### src/rtl/solar_sweep_tracker.sv
// rtl/solar_sweep_tracker.sv - single-axis solar tracker sweep/seek/park controller
//
// Sweeps the panel through one revolution while recording the brightest
// sample and where it was seen, seeks back to that position, then parks with
// the motor off. A park can end on an explicit request or after a hold
// countdown when auto re-sweep is enabled.
//
// Ports:
//   CLOCK_50    in   system clock
//   reset       in   asynchronous active-low reset
//   sensor      in   light level (unsigned, already synchronous)
//   auto_rescan in   count down the hold period while parked and re-sweep
//   rescan_req  in   one-cycle pulse, starts a new sweep when parked
//   motor_on    out  motor enable (low only in PARK)
//   position    out  current step position
//   best_level  out  peak level of the current sweep
//   best_pos    out  position where best_level was captured
//   state       out  0=SCAN 1=SEEK 2=PARK
//   hold_left   out  remaining hold ticks while parked
//   sweep_done  out  one-cycle pulse when a sweep completes a revolution

module solar_sweep_tracker #(
  parameter int SENS_W      = 4,
  parameter int POS_W       = 4,
  parameter int SWEEP_STEPS = 11,
  parameter int TICK_DIV    = 50000000,
  parameter int HOLD_TICKS  = 10,
  parameter int MIN_LEVEL   = 1,
  parameter int HYST        = 0
) (
  input  logic              CLOCK_50,
  input  logic              reset,
  input  logic [SENS_W-1:0] sensor,
  input  logic              auto_rescan,
  input  logic              rescan_req,
  output logic              motor_on,
  output logic [POS_W-1:0]  position,
  output logic [SENS_W-1:0] best_level,
  output logic [POS_W-1:0]  best_pos,
  output logic [1:0]        state,
  output logic [3:0]        hold_left,
  output logic              sweep_done
);

  localparam int TICK_W = (TICK_DIV > 2) ? $clog2(TICK_DIV) : 1;
  localparam logic [TICK_W-1:0] TICK_RELOAD = TICK_W'(TICK_DIV - 1);
  localparam logic [POS_W-1:0]  LAST_POS    = POS_W'(SWEEP_STEPS - 1);
  localparam logic [SENS_W-1:0] LEVEL_INIT  = SENS_W'(MIN_LEVEL);
  localparam logic [3:0]        HOLD_INIT   = 4'(HOLD_TICKS);
  localparam logic [SENS_W:0]   HYST_W      = (SENS_W + 1)'(HYST);

  typedef enum logic [1:0] {
    ST_SCAN   = 2'd0,
    ST_SEEK   = 2'd1,
    ST_PARK   = 2'd2,
    ST_UNUSED = 2'd3
  } state_t;

  state_t             r_state;
  logic               r_motor_on;
  logic [POS_W-1:0]   r_position;
  logic [SENS_W-1:0]  r_best_level;
  logic [POS_W-1:0]   r_best_pos;
  logic [3:0]         r_hold_left;
  logic               r_sweep_done;
  logic [TICK_W-1:0]  r_tick_cnt;
  logic [POS_W-1:0]   r_step_cnt;
  logic [SENS_W-1:0]  r_sensor_q;

  state_t             w_state_nxt;
  logic [POS_W-1:0]   w_position_nxt;
  logic [SENS_W-1:0]  w_best_level_nxt;
  logic [POS_W-1:0]   w_best_pos_nxt;
  logic [3:0]         w_hold_left_nxt;
  logic               w_sweep_done_nxt;
  logic [TICK_W-1:0]  w_tick_cnt_nxt;
  logic [POS_W-1:0]   w_step_cnt_nxt;
  logic               w_new_sweep;

  logic               w_tick;
  logic [POS_W-1:0]   w_pos_inc;
  logic               w_gain_scan;
  logic               w_gain_seek;

  assign w_tick      = (r_tick_cnt == '0);
  assign w_pos_inc   = (r_position == LAST_POS) ? '0 : r_position + POS_W'(1);
  assign w_gain_scan = (r_sensor_q > r_best_level);
  // One bit wider so best_level + HYST cannot wrap and fake an improvement.
  assign w_gain_seek = ({1'b0, r_sensor_q} > ({1'b0, r_best_level} + HYST_W));

  always_ff @(posedge CLOCK_50 or negedge reset) begin
    if (!reset) begin
      r_state      <= ST_SCAN;
      r_motor_on   <= 1'b1;
      r_position   <= '0;
      r_best_level <= LEVEL_INIT;
      r_best_pos   <= '0;
      r_hold_left  <= HOLD_INIT;
      r_sweep_done <= 1'b0;
      r_tick_cnt   <= TICK_RELOAD;
      r_step_cnt   <= '0;
      r_sensor_q   <= '0;
    end else begin
      r_state      <= w_state_nxt;
      r_motor_on   <= (w_state_nxt != ST_PARK);
      r_position   <= w_position_nxt;
      r_best_level <= w_best_level_nxt;
      r_best_pos   <= w_best_pos_nxt;
      r_hold_left  <= w_hold_left_nxt;
      r_sweep_done <= w_sweep_done_nxt;
      r_tick_cnt   <= w_tick_cnt_nxt;
      r_step_cnt   <= w_step_cnt_nxt;
      r_sensor_q   <= sensor;
    end
  end

  always_comb begin
    w_state_nxt      = r_state;
    w_position_nxt   = r_position;
    w_best_level_nxt = r_best_level;
    w_best_pos_nxt   = r_best_pos;
    w_hold_left_nxt  = r_hold_left;
    w_sweep_done_nxt = 1'b0;
    w_step_cnt_nxt   = r_step_cnt;
    w_new_sweep      = 1'b0;
    // Free-running divider by default; PARK without auto re-sweep pins it.
    w_tick_cnt_nxt   = w_tick ? TICK_RELOAD : r_tick_cnt - TICK_W'(1);

    case (r_state)
      ST_SEEK: begin
        if (w_tick) begin
          w_position_nxt = w_pos_inc;
        end
        // Arrival wins over an improvement seen on the way back.
        if (r_position == r_best_pos) begin
          w_state_nxt     = ST_PARK;
          w_hold_left_nxt = HOLD_INIT;
        end else if (w_gain_seek) begin
          w_state_nxt      = ST_SCAN;
          w_best_level_nxt = r_sensor_q;
          w_best_pos_nxt   = r_position;
          w_step_cnt_nxt   = '0;
        end
      end

      ST_PARK: begin
        if (rescan_req) begin
          w_new_sweep = 1'b1;
        end else if (auto_rescan) begin
          if (w_tick) begin
            if (r_hold_left == '0) begin
              w_new_sweep = 1'b1;
            end else begin
              w_hold_left_nxt = r_hold_left - 4'd1;
            end
          end
        end else begin
          w_hold_left_nxt = HOLD_INIT;
          w_tick_cnt_nxt  = TICK_RELOAD;
        end
      end

      default: begin
        // SCAN, and the unused encoding which behaves as SCAN.
        if (w_gain_scan) begin
          w_best_level_nxt = r_sensor_q;
          w_best_pos_nxt   = r_position;
        end
        if (w_tick) begin
          w_position_nxt = w_pos_inc;
          if (r_step_cnt == LAST_POS) begin
            w_state_nxt      = ST_SEEK;
            w_step_cnt_nxt   = '0;
            w_sweep_done_nxt = 1'b1;
          end else begin
            w_step_cnt_nxt = r_step_cnt + POS_W'(1);
          end
        end
      end
    endcase

    // A new sweep starts from wherever the panel is parked.
    if (w_new_sweep) begin
      w_state_nxt      = ST_SCAN;
      w_best_level_nxt = LEVEL_INIT;
      w_best_pos_nxt   = r_position;
      w_step_cnt_nxt   = '0;
      w_hold_left_nxt  = HOLD_INIT;
      w_tick_cnt_nxt   = TICK_RELOAD;
    end
  end

  assign motor_on   = r_motor_on;
  assign position   = r_position;
  assign best_level = r_best_level;
  assign best_pos   = r_best_pos;
  assign state      = r_state;
  assign hold_left  = r_hold_left;
  assign sweep_done = r_sweep_done;

endmodule

### config.mk
export PLATFORM = sky130hd
export DESIGN_NAME = solar_sweep_tracker
export DESIGN_NICKNAME = d
export VERILOG_FILES = /design/src/rtl/solar_sweep_tracker.sv
export SDC_FILE = /design/constraint.sdc
export NUM_CORES = 1
export LEC_CHECK = 0
export BUFFER_PORTS_ARGS = -buffer_cell sky130_fd_sc_hd__buf_2
export CAP_MARGIN = 5
export CORE_MARGIN = 2
export CORE_UTILIZATION = 30
export CTS_CLUSTER_SIZE = 40
export DETAILED_ROUTE_END_ITERATION = 16
export GPL_ROUTABILITY_DRIVEN = 0
export PLACE_DENSITY = 0.52
export SLEW_MARGIN = 30
export SYNTH_ARGS = -nofsm -noshare
export SYNTH_HDL_FRONTEND = slang
export SYNTH_SLANG_ARGS = --single-unit
export TNS_END_PERCENT = 30
### constraint.sdc
create_clock -name CLOCK_50 -period 3.34 [get_ports CLOCK_50]
set_input_delay 0.668 -clock CLOCK_50 [delete_from_list [all_inputs] [get_ports CLOCK_50]]
set_output_delay 0.668 -clock CLOCK_50 [all_outputs]
set_load 0.02 [all_outputs]
Word-level counts from Yosys, hierarchy flattened

Index checks and enable logic that the tools add are counted.

$add $sub $neg: 4
$lt $le $gt $ge: 2
Eq/ne operators: 13
Mux-type cells: 43
Bitwise operators: 1
Reductions and logical operators: 10

Operators by type and width:

| operator                                                              | number |
|---|---|
| 26-bit two-way mux                                                    | 5 |
| 4-bit two-way mux                                                     | 20 |
| 4-bit case mux with 2 select lines                                    | 4 |
| 26-bit logical NOT                                                    | 1 |
| 26-bit by 1-bit subtractor with 26-bit output (second input constant) | 1 |
| 3-bit != test (second input constant)                                 | 4 |
| 2-bit two-way mux                                                     | 5 |
| 3-bit nonzero test                                                    | 3 |
| 4-bit by 1-bit adder with 4-bit output (second input constant)        | 2 |
| 4-bit == test (second input constant)                                 | 2 |
| 4-bit > comparator                                                    | 2 |
| 1-bit two-way mux                                                     | 8 |
| 4-bit != test (second input constant)                                 | 2 |
| 4-bit AND reduction                                                   | 2 |
| 5-bit AND reduction                                                   | 1 |
| 4-bit == test                                                         | 1 |
| 4-bit logical NOT                                                     | 1 |
| 2-bit != test (second input constant)                                 | 2 |
| 2-bit case mux with 2 select lines                                    | 1 |
| 4-bit by 1-bit subtractor with 4-bit output (second input constant)   | 1 |
| 2-bit by 1-bit == test with 1-bit output (second input constant)      | 1 |
| 2-bit == test (second input constant)                                 | 1 |
| 2-bit AND reduction                                                   | 1 |
| 2-bit OR reduction                                                    | 1 |
| 1-bit inverter                                                        | 1 |

Register bits: 54
Bits of input ports: 8
Output and inout port bits: 20
Word-level logic and storage cells: 83

Longest topological paths before layout

Word-level depth: 8
Gate-level depth with buffers: 9
Depth with buffers taken out: 7

Worst setup path before layout

Ideal clock, no wire load.

Path kind: reg2reg
From: register r_tick_cnt[21]
To: register r_hold_left[1] (netlist: hold_left[1])
Setup time: 0.081 ns
Arrival time: 2.345 ns
Required time: 3.259 ns
Setup slack: 0.914 ns
Stages on the path, launching flop included: 6
Buffers on the path: 0
Period minus slack after synthesis: 2.426 ns
Cells stage by stage: dfstp_2 or4_4 or4_4 or2_4 or3_4 o221a_1

Cells in the longest elaborated chain, start to end: 7
Elaborated cells on any way between the ends: 12
Classes of those cells: eq/ne (4); mux (5); reduce/logical (3)

Ends and longest elaborated chain:

| item                                            | line | RTL |
|---|---|---|
| start, declared                                 | 66   | `logic [TICK_W-1:0] r_tick_cnt;` |
| start signal, assigned                          | 111  | `r_tick_cnt <= w_tick_cnt_nxt;` |
| 26-bit logical NOT *                            | 85   | `assign w_tick = (r_tick_cnt == '0);` |
| 1-bit two-way mux                               | 150  | `if (w_tick) begin` |
| 1-bit two-way mux                               | 149  | `end else if (auto_rescan) begin` |
| 1-bit two-way mux                               | 147  | `if (rescan_req) begin` |
| 1-bit two-way mux                               | 129  | `case (r_state)` |
| 4-bit != test (no line) (tied with other cells) | n/a  |  |
| 5-bit AND reduction (no line)                   | n/a  |  |
| end signal, assigned                            | 109  | `r_hold_left <= w_hold_left_nxt;` |
| end, declared                                   | 64   | `logic [3:0] r_hold_left;` |

Mark *: on every way between the ends. The rest lies on a longest branch, timed or not.
A chain may end at the register's enable or synchronous reset.

Worst setup path in the final report

From: register r_position[0] (netlist: position[0])
To: register r_best_pos[3] (netlist: best_pos[3])

Cells in the longest elaborated chain, start to end: 3

Ends and longest elaborated chain:

| item                          | line | RTL |
|---|---|---|
| start, declared               | 61   | `logic [POS_W-1:0] r_position;` |
| start signal, assigned        | 106  | `r_position <= w_position_nxt;` |
| 4-bit == test                 | 135  | `if (r_position == r_best_pos) begin` |
| 3-bit != test (no line)       | n/a  |  |
| 4-bit AND reduction (no line) | n/a  |  |
| end signal, assigned          | 108  | `r_best_pos <= w_best_pos_nxt;` |
| end, declared                 | 63   | `logic [POS_W-1:0] r_best_pos;` |

Every way passes these cells.

==> impl_results.md <==
- Outcome: completed
- Final Max Slew Viols: 0
- Num ports: 28
- Worst-Margin Slew: 0.724 ns
- Core Rows: 35
- Clock sinks: 54
- DIE WIDTH: 102 microns
- R2R Path Start: position[0]
- Commonest cells after routing, fill and taps aside: dfrtp_1 (32), nand2_1 (28), buf_2 (27)
- Crit-path cells: xor2_1 > nor4_1 > a21oi_1 > a21oi_1 > mux2_2
- Die footprint: 10500 sq um
- Cts bufs inserted: 5
- Critical path buffers and inverters: 0
- First-pass GRT wire length: 10200 microns
- Synthesis-to-finish area growth: 13.8%
- CP required: 3.55 ns
- DR pass1 iterations: 4
- Vias in the first global route: 2163
- Skew final: 0.0140 ns
- Delay-heaviest family, CP: compound AO/OA/AOI/OAI gates
- Hold crit path type: in2async
- # hold bufs at CTS: 0
- Slowest CP cell: nor4_1
- Mapped Area: 2900 sq um
- Total gr overflow: 0
- Die Span Y: 102 microns
- Period minus WS final: 2.65 ns
- Most common cell after layout, fill and taps aside: dfrtp_1
- Worst skew pair latency: 0.31 ns
- Pwr per Cell Area: 554 nW/um^2
- Final core occ: 35.5%
- Pwr Total: 0.00183 W
- Crit path largest cell delay: 0.66 ns
- Antenna violations before repair: 0
- Htree depth: 2
- I/O Buffers: 27
- Reg2reg path depth: 5
- Drt total wl: 6070 microns
- Seq/Total Area, Yosys: 47.6%
- Crit path launch type: flop
- Seq cells post-synth: 54
- Final layout net count: 335
- Syn_nets: 306
- Synthesized area per cell: 10.1 sq um
- Max Clk Rate: 377 MHz
- Total global-route track usage: 12.3%
- Reg2Reg Setup Slack: 0.69 ns
- DP HPWL: 4460 microns
- Starting density of the core: 31.2%
- Antenna Nets Post-Route: 0
- Fin. Hold Viols: 0
- Clock Tree Buf Depth: 2
- Crit. End Element: flop
- Slew Limit Headroom: 51.3%
- Vias/cell: 4.93
- DRC: 0
- Worst r2r dst: best_pos[3]
- Routed length per placed instance: 13.6 microns
- Most used cell, CP: a21oi_1
- Dominant synthesized flop cell: dfrtp_1
- Hold_ws: 0.359 ns
- CP Max Fanout: 11
- Layout cell share with drive strength beyond 1: 22.8%
- Maximum vdd drop: 0.194 mV
- TritonCTS clock tree: yes
- Yosys warns: 0
- Core ar.: 9280 sq um
- Crit path kind: reg2reg
- Fraction of registers with async set/reset: 100%
- Ant diodes: 0
- Largest net degree at the start of global routing: 29
- Post_cts resized: 0
- RSZ-0062 raised after global routing: no
- Cell variety after synth: 54
- TNS Setup: 0 ns
- Max_cap viols: 0
- Post-synth EDFFs: 0
- Post-Synthesis Cells: 286
- CP arrival: 2.86 ns
- Starting DRT DRC Count: 49
- Period Utilization, post-route: 79.3%
- Postcts setup bufs: 0
- # setup viols final: 0
- Vias: 2193
- Reg clk slew, reported paths: 0.10 ns
- Root Driver: clkbuf_8
- Leak: 1.42 nW
## state kept, by name, summed over array words and instances (netlist names)
name / flops
best_level: 4
position: 4
r_sensor_q: 4
r_step_cnt: 4
sweep_done: 1
motor_on: 1
r_tick_cnt: 26
best_pos: 4
state: 2
hold_left: 4
## cell usage after synthesis (all sizes together), types with 3 or more instances
cell type / n / area share [%]
a21oi: 10 / 1.7
and3: 4 / 0.86
clkbuf: 6 / 0.78
dfrtp: 32 / 28
dfstp: 22 / 20
ha: 12 / 5.2
inv: 17 / 2.2
mux2: 5 / 1.9
nand2: 28 / 3.6
nand2b: 3 / 0.65
nand3: 8 / 1.4
nand3b: 4 / 1.0
nand4: 3 / 0.65
nor2: 24 / 3.1
nor3: 8 / 1.6
nor4: 9 / 1.9
o21ai: 10 / 1.7
o31ai: 6 / 2.0
o41ai: 3 / 0.91
or3: 4 / 1.0
or4: 7 / 2.1
xnor2: 18 / 5.4
xor2: 7 / 2.1
## routing by layer
layer | share of wire (%) | routed length, microns | GRT usage [%]
met1 | 49 | 2970 | 15.7
met2 | 46 | 2790 | 20.5
met3 | 3.2 | 193 | 2.67
met4 | 1.9 | 116 | 4.21
met5 | 0 | 0 | 0
## through the flow
stage	cell area [sq um]	setup slack [ns]	std cells
global placement	3190	0.693	437
floorplan	2900	0.914	286
detailed placement	3190	0.657	437
CTS	3300	0.642	445
finish	3300	0.690	445
global route	3300	0.483	445
## worst max path at each step
stage / from / to / slack [ns] / depth (start not counted)
2_1_floorplan: r_tick_cnt[21] / hold_left[1] / 0.91 / 5
3_3_place_gp: position[0] / best_pos[3] / 0.69 / 5
3_5_place_dp: position[0] / best_pos[2] / 0.66 / 5
4_1_cts: position[0] / best_pos[3] / 0.64 / 5
5_1_grt: position[0] / best_pos[2] / 0.48 / 5
6_report: position[0] / best_pos[3] / 0.69 / 5
## final cells by class
class | instances | area (sq um)
fill | 962 | 5990
multi-input combinational | 209 | 1430
sequential | 54 | 1380
tap | 129 | 161
timing repair buffer | 28 | 155
clock buffer | 7 | 76.3
inverter | 17 | 63.8
clock inverter | 1 | 30.0
## cells by family after synthesis
logic type / synth area share, %
simple gates: 21.5
flops: 47.6
compound gates: 12.9
xor+xnor: 7.56
buf+inv: 2.98
fa+ha+maj: 5.18
mux: 2.29
## where the power goes
part           switching (W)  leakage (nW)  internal, W
Sequential         0.0000869         0.664     0.000780
Combinational       0.000319         0.703     0.000201
Clock               0.000215        0.0524     0.000225
No activity file was read; power rests on OpenSTA's default activity.
